### src/rtl/bcd.sv
// Four-digit BCD countdown/count-up timer with a prescaled tick and a stop button.
// Counts START_COUNT down to 0000, then up to a 9999 ceiling until the button freezes it.
module bcd #(
    parameter int COUNT_MAX   = 99,
    parameter int START_COUNT = 3000
) (
    input  logic       clk,
    input  logic       reset,
    input  logic       button,
    output logic [3:0] thous,
    output logic [3:0] hund,
    output logic [3:0] tens,
    output logic [3:0] units
);

    typedef enum logic [1:0] {
        COUNTDOWN,
        COUNTUP,
        STOPPED
    } state_t;

    // Index 3 is the thousands digit, index 0 the units digit.
    typedef logic [3:0][3:0] digits_t;

    localparam int PW = (COUNT_MAX > 0) ? $clog2(COUNT_MAX + 1) : 1;
    localparam logic [PW-1:0] PRESC_LAST = PW'(COUNT_MAX);
    localparam state_t RESET_STATE = (START_COUNT == 0) ? COUNTUP : COUNTDOWN;
    localparam digits_t START_BCD = {4'(START_COUNT / 1000 % 10), 4'(START_COUNT / 100 % 10),
                                     4'(START_COUNT / 10 % 10), 4'(START_COUNT % 10)};

    state_t        state_q;
    logic [PW-1:0] presc_q;
    logic [PW-1:0] presc_d;
    digits_t       digits_q;
    logic          btn_meta_q;
    logic          btn_sync_q;
    logic          btn_prev_q;
    logic          tick;
    logic          press;

    function automatic digits_t bcd_inc(input digits_t v);
        digits_t r;
        logic    carry;
        // NOTE: functions model combinational logic, so blocking '=' is correct here.
        r     = v;
        carry = 1'b1;
        for (int i = 0; i < 4; i++) begin
            if (carry) begin
                if (r[i] == 4'd9) begin
                    r[i] = 4'd0;
                end else begin
                    r[i]  = r[i] + 4'd1;
                    carry = 1'b0;
                end
            end
        end
        return r;
    endfunction

    function automatic digits_t bcd_dec(input digits_t v);
        digits_t r;
        logic    borrow;
        r      = v;
        borrow = 1'b1;
        for (int i = 0; i < 4; i++) begin
            if (borrow) begin
                if (r[i] == 4'd0) begin
                    r[i] = 4'd9;
                end else begin
                    r[i]   = r[i] - 4'd1;
                    borrow = 1'b0;
                end
            end
        end
        return r;
    endfunction

    // NOTE: every always_comb output is assigned on all paths, so no latch is inferred.
    always_comb begin
        presc_d = (presc_q == PRESC_LAST) ? '0 : presc_q + 1'b1;
        tick    = (state_q != STOPPED) && (presc_q == PRESC_LAST);
        press   = btn_sync_q & ~btn_prev_q;
    end

    always_ff @(posedge clk or posedge reset) begin
        if (reset) begin
            btn_meta_q <= 1'b0;
            btn_sync_q <= 1'b0;
            btn_prev_q <= 1'b0;
        end else begin
            btn_meta_q <= button;
            btn_sync_q <= btn_meta_q;
            btn_prev_q <= btn_sync_q;
        end
    end

    // NOTE: sequential state uses non-blocking '<=' so all registers update together.
    always_ff @(posedge clk or posedge reset) begin
        if (reset) begin
            state_q  <= RESET_STATE;
            presc_q  <= '0;
            digits_q <= START_BCD;
        end else begin
            case (state_q)
                COUNTDOWN: begin
                    presc_q <= presc_d;
                    if (tick) begin
                        digits_q <= bcd_dec(digits_q);
                        if (digits_q == 16'h0001) begin
                            state_q <= COUNTUP;
                        end
                    end
                end
                COUNTUP: begin
                    // A press wins over a coincident tick: the value is not incremented.
                    if (press) begin
                        state_q <= STOPPED;
                        presc_q <= '0;
                    end else begin
                        presc_q <= presc_d;
                        if (tick && (digits_q != 16'h9999)) begin
                            digits_q <= bcd_inc(digits_q);
                        end
                    end
                end
                STOPPED: begin
                    presc_q <= '0;
                end
                default: begin
                    state_q <= RESET_STATE;
                    presc_q <= '0;
                end
            endcase
        end
    end

    assign thous = digits_q[3];
    assign hund  = digits_q[2];
    assign tens  = digits_q[1];
    assign units = digits_q[0];

endmodule

### config.mk
export PLATFORM = sky130hd
export DESIGN_NAME = bcd
export DESIGN_NICKNAME = d
export VERILOG_FILES = /design/src/rtl/bcd.sv
export SDC_FILE = /design/constraint.sdc
export NUM_CORES = 1
export LEC_CHECK = 0
export CAP_MARGIN = 20
export CORE_MARGIN = 2
export CORE_UTILIZATION = 61
export DETAILED_ROUTE_END_ITERATION = 7
export PLACE_DENSITY = 0.85
export SLEW_MARGIN = 20
export SYNTH_ARGS = -nofsm -noshare
export SYNTH_HDL_FRONTEND = slang
export SYNTH_SLANG_ARGS = --single-unit
export TNS_END_PERCENT = 5
### constraint.sdc
create_clock -name clk -period 4.5 [get_ports clk]
set_input_delay 0.9 -clock clk [delete_from_list [all_inputs] [get_ports clk]]
set_output_delay 0.9 -clock clk [all_outputs]
set_load 0.1 [all_outputs]
### After elaboration in Yosys (flattened, before gate mapping)

Cells that the tools add are included.

| operators by class | value |
|---|---|
| reduce and logical (&&, ||, !) cells | 13 |
| bitwise logic cells | 3 |
| equality and inequality tests | 21 |
| muxes and demuxes | 50 |
| add/sub/neg operators | 9 |

Operators with widths:

| kind | count |
|---|---|
| $mux W4 | 14 |
| $mux W16 | 3 |
| $pmux W16 S2 | 1 |
| $mux W1 | 25 |
| $ne A2 B2 Y1 const B | 12 |
| $reduce_and A6 Y1 | 3 |
| $add A4 B1 Y4 const B | 4 |
| $eq A16 B1 Y1 const B | 1 |
| $eq A4 B4 Y1 const B | 4 |
| $logic_not A4 Y1 | 4 |
| $ne A16 B16 Y1 const B | 1 |
| $sub A4 B1 Y4 const B | 4 |
| $mux W7 | 2 |
| $pmux W7 S2 | 1 |
| $reduce_and A4 Y1 | 2 |
| $add A7 B1 Y7 const B | 1 |
| $eq A7 B7 Y1 const B | 1 |
| $mux W2 | 3 |
| $pmux W2 S3 | 1 |
| $eq A2 B1 Y1 const B | 1 |
| $eq A2 B2 Y1 const B | 1 |
| $logic_and A1 B1 Y1 | 2 |
| $logic_not A2 Y1 | 1 |
| $not A1 Y1 | 2 |
| 2 further kinds | 2 |

| storage, ports and cells | value |
|---|---|
| word-level logic and storage cells | 105 |
| register bits | 28 |
| output and inout bits | 16 |
| input bits | 3 |

### Longest topological paths before layout

Gate-level depths: netlist (run 1).

| depth | value |
|---|---|
| depth after elaboration | 18 |
| depth in mapped cells | 8 |
| gate-level depth less buffers | 6 |

### Least setup slack after synthesis (run 1)

No wires, ideal clock.

| timing path | value |
|---|---|
| path type | register to register |
| from | register digits_q, in the netlist units[1] |
| to | register digits_q, in the netlist tens[3] |
| setup slack | 1.602 ns |
| cell stages (with the launch flop) | 8 |
| buffers on the path | 2 |
| data arrival time | 2.772 ns |
| required time | 4.374 ns |
| cells stage by stage | dfrtp_1 > buf_2 > or4b_4 > or4_4 > a21oi_4 > buf_6 > nor4_1 > a221o_1 |

| between the ends | value |
|---|---|
| longest elaborated chain between the ends | 7 |
| elaborated cells between the ends (all ways) | 15 |

Ends and longest elaborated chain:

| what | line | source |
|---|---|---|
| from (decl) | 34 | `digits_t digits_q;` |
| from (signal assigned) | 108 | `digits_q <= bcd_dec(digits_q);` |
| from (signal assigned) | 122 | `digits_q <= bcd_inc(digits_q);` |
| $eq A4 B4 Y1 | 49 | `if (r[i] == 4'd9) begin` |
| $mux W1 | 49 |  |
| $mux W1 | 121 | `if (tick && (digits_q != 16'h9999)) begin` |
| $mux W1 | 116 | `if (press) begin` |
| $mux W1 | 104 | `case (state_q)` |
| $ne A2 B2 Y1 (no line) | -- |  |
| $reduce_and A6 Y1 (no line) * | -- |  |

Every way passes the cells marked *; elsewhere a longest branch is shown, timed or not. The select of a mux whose other input is x is not followed.
A chain may end at the register's enable or synchronous reset.

### Worst setup path in the final report (run 1)

| timing path | value |
|---|---|
| from | register digits_q, in the netlist tens[0] |
| to | output tens[0] |

RTL lines:

| what | line | source |
|---|---|---|
| to (decl) | 12 | `output logic [3:0] tens,` |

No word-level cell between the ends.

==> key figures, run 1 <==
Logic synthesis
  – Synth top cells by count: dfrtp_1, nor2_1, clkbuf_1, a21oi_1
  – Distinct cells, synth: 52
  – Netlist Area Pre-Place: 1840 um2
  – Sequential share of the synthesized area: 38.2%
  – Syn Nets: 214
  – Avg Cell Area, Syn: 8.76 um2
  – Synth Flop Type: dfrtp_1
  – Total number of yosys warnings: 0
  – Count leader, synth: dfrtp_1
  – Top post-synthesis cells by area: dfrtp_1, xnor2_1, nor2_1
  – Flops & latches, synth: 28
  – FFs w/ async S/R, synth: 100%
  – Gate Count Post-Synth: 210
  – Top cell type's share of synthesized area: 35.4%
  – EDFF count, synth: 0
  – Cell taking the most area after synthesis: dfrtp_1

Floorplanning
  – Die H: 58.9 um
  – Core area: 2810 um2
  – Initial Util: 65.6%
  – Row Count: 19
  – Die area: 3470 um2
  – Die width: 58.9 um
  – Ports: 19

STA
  – Slew @ Worst Pin: 0.974 ns
  – Tcrit/Tclk final: 69.9%
  – Period minus WS final: 3.15 ns
  – Endpoints failing hold: 0
  – Min Hold Slack: 0.376 ns
  – Setup TNS: 0 ns
  – Slew Limit Fails: 0
  – Slew Limit Headroom: 34.9%
  – RSZ-0062 raised after global routing: false
  – Fmax achieved: 0.318 GHz
  – Layout Skew: 0.00778 ns
  – Final-report setup violation count: 0

Clock tree
  – Post-CTS Hold Buffers: 0
  – Clk slew on worst S/H paths: 0.16 ns
  – CTS tree: done
  – Setup Fix Bufs, Post-CTS: 0
  – Insertion delay of the later-clocked pin in the worst-skew pair: 0.33 ns
  – Sink Count: 28
  – CTS Buf Count: 3
  – Largest buffer count on any clock path: 2
  – Root buffer cell: clkbuf_4
  – CTS HTree Levels: 1
  – Post-CTS resize count: 0

Route
  – Initial DRC Count: 108
  – Vias: 1607
  – Routed wire length: 4.01 mm
  – 1st-pass router iterations: 6
  – Remaining antenna violation count after routing: 0
  – Post-route DRC: 1
  – Vias per cell: 6.67
  – DR WL/cell: 16.6 um

Critical path
  – CP peak stage delay: 1.23 ns
  – Buf/Inv on CP: 1
  – Top Family by Delay on Critical Path: buffers and inverters
  – WS Path Type: reg -> out
  – CP max FO: 17
  – Setup crit start kind: register
  – Worst EP arrival: 2.25 ns
  – Worst-path cell chain: clkdlybuf4s50_1
  – Cell with the largest stage delay on the worst path: clkdlybuf4s50_1
  – Setup crit end kind: output port
  – Worst path required time: 3.60 ns

Run
  – Max cap viols: 0

Global route
  – Initial antenna violation count: 0
  – Gr usage total: 25.3%
  – First-pass GRT wire length: 6.94 mm
  – Largest net degree at the start of global routing: 29
  – Vias in the first global route: 1573
  – GR Overflow Total: 0

Power and ir drop
  – Int Pwr: 0.290 mW
  – Flop pwr share: 67.8%
  – Static Leak: 0.798 nW
  – Sw power: 0.0843 mW
  – Maximum VDD drop: 0.206 mV
  – Switching part of the total power: 22.5%
  – PwrDens: 189 nW/um2
  – Clk network pwr share: 30.2%
  – Comb power frac: 2.0%

Cells and area
  – Syn-to-layout area delta: 7.55%
  – Final net count: 215
  – ANT cells: 0
  – Layout cell share with drive strength beyond 1: 7.62%
  – Fillers: 229

Status
  – Failing checks: DRC
  – Outcome: complete, but fails checks

Placed design
  – RePlAce Congestion: 0.899
  – Detailed placement HPWL: 2.70 mm
  – IO buf count: 18

Min path
  – Hold/Removal Path Class: reg -> reg
-- metal layers --
| metal | wire length (um) | vias to the layer above | GRT usage [%] |
|---|---|---|---|
| met5 | 0 | - | 0 |
| met4 | 39 | 0 | 6.49 |
| met3 | 180 | 4 | 2.86 |
| met2 | 2050 | 51 | 46.3 |
| met1 | 1740 | 786 | 31.5 |
| li1 | - | 766 | - |
-- cells by family after synthesis --
logic type      share of synthesized area, %
fa+ha+maj                              0.680
simple gates                            26.4
compound gates                          19.0
mux                                    0.544
flops                                   38.2
buf+inv                                 7.55
xor+xnor                                7.61
-- registers in the layout, summed over array words and instances, names as in the netlist --
register and flops:
tens 4, btn_meta_q 1, state_q 2, btn_sync_q 1
units 4, presc_q 7, thous 4, hund 4
btn_prev_q 1
-- final cells by class --
class	instances	area [um2]	area share (%)
repair buffers	18	180	9.10
well taps	31	38.8	1.96
clock buffers	4	26.3	1.33
inverters	8	30.0	1.52
flip-flops and latches	28	703	35.5
multi-input cells	152	1000	50.6
-- worst paths after layout --
check	from	end	slack (ns)	cells past startpoint
worst max-delay path	tens[0]	tens[0]	1.35	1
worst min register to register	btn_meta_q	btn_sync_q	0.38	0
max in group asynchronous	reset	thous[0]	3.19	2
worst max register to register	units[0]	tens[2]	1.69	5
min in group asynchronous	reset	units[2]	0.92	2
worst min-delay path	btn_meta_q	btn_sync_q	0.38	0
-- power by group through the flow --
stage          combinational, mW  clock (mW)  sequential, mW
5_1_grt                  0.00871       0.119           0.254
3_3_place_gp             0.00738           0           0.258
2_1_floorplan            0.00436           0           0.258
3_5_place_dp             0.00762           0           0.258
4_1_cts                  0.00762       0.112           0.254
6_report                 0.00744       0.113           0.254
-- stage by stage --
| step | cell area, um2 | power [mW] | utilization [%] | std cells | worst slack, ns |
|---|---|---|---|---|---|
| after floorplan | 1840 | 0.262 | - | 210 | 1.60 |
| after detailed placement | 1950 | 0.266 | 69.5 | 237 | 1.75 |
| final | 1980 | 0.374 | 70.6 | 241 | 1.35 |
| after global routing | 1980 | 0.381 | 70.6 | 241 | 1.31 |
| after global placement | 1950 | 0.266 | 69.5 | 237 | 1.80 |
| after CTS | 1980 | 0.373 | 70.5 | 241 | 1.39 |
-- cell usage in the layout, fill, tap and decap left out, drive strengths merged, types with 3 or more instances in the layout --
master	synthesis	routed
dfrtp	26	26
nor2	21	21
clkdlybuf4s50	0	18
a21oi	11	11
o21ai	11	11
nand3	9	9
nor3	9	9
xnor2	9	9
nand2	8	8
inv	8	8
xor2	7	7
or4	7	7
nor4	6	6
or3	5	5
a211oi	5	5
o41ai	4	4
o31ai	4	4
clkbuf	16	4
nand4	3	3
and3	3	3
or4b	3	3
No activity file was read; power rests on OpenSTA's default activity.
==> inputs of run 2 (changes only) <==
--- a/config.mk
+++ b/config.mk
@@ -7,9 +7,9 @@
 export LEC_CHECK = 0
 export CAP_MARGIN = 20
 export CORE_MARGIN = 2
-export CORE_UTILIZATION = 61
+export CORE_UTILIZATION = 51
 export DETAILED_ROUTE_END_ITERATION = 7
-export PLACE_DENSITY = 0.85
+export PLACE_DENSITY = 0.76
 export SLEW_MARGIN = 20
 export SYNTH_ARGS = -nofsm -noshare
 export SYNTH_HDL_FRONTEND = slang
==> constraint.sdc (replaced) <==
create_clock -name clk -period 2.7 [get_ports clk]
set_input_delay 0.54 -clock clk [delete_from_list [all_inputs] [get_ports clk]]
set_output_delay 0.54 -clock clk [all_outputs]
set_load 0.1 [all_outputs]
==> key figures, run 2 (synthesis gave the netlist of run 1 again) <==
Clock tree
  – Sink Count: 28 (unchanged)
  – Setup Fix Bufs, Post-CTS: 0 (unchanged)
  – CTS Buf Count: 3 (unchanged)
  – CTS HTree Levels: 1 (unchanged)
  – Root buffer cell: clkbuf_4 (unchanged)
  – Clk slew on worst S/H paths: 0.16 ns (about the same)
  – CTS tree: done (unchanged)
  – Post-CTS resize count: 0 (unchanged)
  – Insertion delay of the later-clocked pin in the worst-skew pair: 0.34 ns (was 0.33 ns)
  – Post-CTS Hold Buffers: 0 (unchanged)
  – Largest buffer count on any clock path: 2 (unchanged)

Cells and area
  – Commonest non-fill, non-tap cell in the layout: buf_4 (was dfrtp_1)
  – Layout Cells excl Fill: 272 (was 241)
  – Max reg flops: 7 (unchanged)
  – Fillers: 288 (was 229)
  – ANT cells: 0 (unchanged)
  – Most frequent cells in the layout: buf_4, nor2_1, dfrtp_1 (was dfrtp_1, nor2_1, clkdlybuf4s50_1)
  – Area of the multi-input gates: 1020 um2 (was 1000 um2)
  – Final Util: 62.7% (was 70.6%)
  – Biggest register: presc_q (unchanged)
  – Seq. cell area: 717 um2 (was 703 um2)
  – Final net count: 231 (was 215)
  – Syn-to-layout area delta: 15.4% (was 7.55%)
  – Layout cell share with drive strength beyond 1: 25.2% (was 7.62%)

Floorplanning
  – Core area: 3390 um2 (was 2810 um2)
  – Die width: 64.1 um (was 58.9 um)
  – Ports: 19 (unchanged)
  – Row Count: 21 (was 19)
  – Die H: 64.1 um (was 58.9 um)
  – Die area: 4110 um2 (was 3470 um2)
  – Initial Util: 54.3% (was 65.6%)

Critical path
  – WS Path Type: reg -> reg (was reg -> out)
  – Cell with the largest stage delay on the worst path: or4_4 (was clkdlybuf4s50_1)
  – Worst path required time: 2.94 ns (was 3.60 ns)
  – CP max FO: 21 (was 17)
  – Setup crit start kind: register (unchanged)
  – Worst-path cell chain: or4b_4, or4_4, a21oi_4, o32ai_1, a221o_1 (was clkdlybuf4s50_1)
  – Worst EP arrival: 2.84 ns (was 2.25 ns)
  – CP peak stage delay: 0.53 ns (was 1.23 ns)
  – Setup crit end kind: register (was output port)

Power and ir drop
  – PwrDens: 304 nW/um2 (was 189 nW/um2)
  – Static Leak: 0.918 nW (was 0.798 nW)
  – Maximum VDD drop: 0.209 mV (was 0.206 mV)

STA
  – Endpoints failing hold: 0 (unchanged)
  – Final-report setup violation count: 0 (unchanged)
  – Setup TNS: 0 ns (unchanged)
  – Fmax achieved: 0.385 GHz
  – Tcrit/Tclk final: 96.2%
  – Final WS setup: 0.104 ns (was 1.35 ns)
  – Layout Skew: 0.0107 ns (was 0.00778 ns)
  – Slew Limit Headroom: 48.6% (was 34.9%)
  – Period minus WS final: 2.60 ns
  – Slew Limit Fails: 0 (unchanged)
  – Slew @ Worst Pin: 0.769 ns (was 0.974 ns)

Route
  – Vias: 1661 (was 1607)
  – Post-route DRC: 0 (was 1)
  – DR WL/cell: 16.4 um (was 16.6 um)
  – Remaining antenna violation count after routing: 0 (unchanged)
  – Routed wire length: 4.47 mm (was 4.01 mm)
  – Initial DRC Count: 129 (was 108)
  – Vias per cell: 6.11 (was 6.67)
  – 1st-pass router iterations: 4 (was 6)

Placed design
  – Placed insts: 268 (was 237)
  – IO buf count: 18 (unchanged)
  – Detailed placement HPWL: 3.22 mm (was 2.70 mm)
  – Dpl ws: 0.102 ns (was 1.75 ns)
  – RePlAce Congestion: 0.938 (was 0.899)

Global route
  – Vias in the first global route: 1596 (was 1573)
  – GR Overflow Total: 0 (unchanged)
  – First-pass GRT wire length: 7.62 mm (was 6.94 mm)
  – Largest net degree at the start of global routing: 29 (unchanged)
  – Gr usage total: 23.8% (was 25.3%)
  – Initial antenna violation count: 0 (unchanged)

Run
  – Max cap viols: 0 (unchanged)

Min path
  – Hold/Removal Path Class: reg -> reg (unchanged)

Status
  – Outcome: completed (was complete, but fails checks)
==> run 2: changes by cell type in the layout (fill, tap and decap cells not counted), moves of 2 or more <==
| cell | before | now |
|---|---|---|
| nor4_1 | 5 | 3 |
| clkdlybuf4s50_1 | 18 | 2 |
| buf_4 | 0 | 31 |
| dfrtp_1 | 26 | 18 |
| dfrtp_2 | 0 | 8 |
==> run 2: layer usage <==
layer / wire [um] / track usage (%) / part of all wire, % / vias up
li1: - / - / - / 798
met1: 1900 / 29.7 / 42 / 800
met2: 2250 / 40.1 / 50 / 53
met3: 199 / 3.35 / 4.5 / 10
met4: 123 / 11.4 / 2.8 / 0
met5: 0 / 0 / 0 / -
==> run 2: path summary, 6_finish.rpt <==
check                            from          to  slack, ns  cells after the start
max in group asynchronous       reset    thous[1]       1.85                      3
setup reg to reg             units[2]     tens[2]       0.10                      5
hold / removal             btn_meta_q  btn_sync_q       0.38                      0
setup / recovery             units[2]     tens[2]       0.10                      5
hold reg to reg            btn_meta_q  btn_sync_q       0.38                      0
min in group asynchronous       reset  presc_q[5]       0.55                      3
==> run 2: layout make-up <==
type	instances	share of cell area, %
Clock buffer	4	1.71
Inverter	8	1.41
Multi-Input combinational cell	152	48.0
Sequential cell	28	33.7
Tap cell	46	2.71
Timing Repair Buffer	34	12.4
==> run 2: metrics by stage <==
step | power [mW] | hold WS (ns) | instance area (um2)
6_report | 0.647 | 0.380 | 2120
5_1_grt | 0.675 | 0.394 | 2120
4_1_cts | 0.653 | 0.386 | 2100
3_5_place_dp | 0.445 | 0.342 | 2060
3_3_place_gp | 0.444 | 0.337 | 2060
2_1_floorplan | 0.437 | 0.331 | 1850
==> run 2: power by group <==
part	internal (mW)	switching, mW	total (mW)
logic	0.00395	0.00954	0.0135
clock network	0.0828	0.128	0.211
registers	0.422	0.000692	0.422
==> run 2: critical path, delay by kind of cell (launching register included) <==
kind	cells	cell delay (ns)
AND/OR/NAND/NOR	2	1.03
AO/OA/AOI/OAI	3	0.97
flip-flops	1	0.50
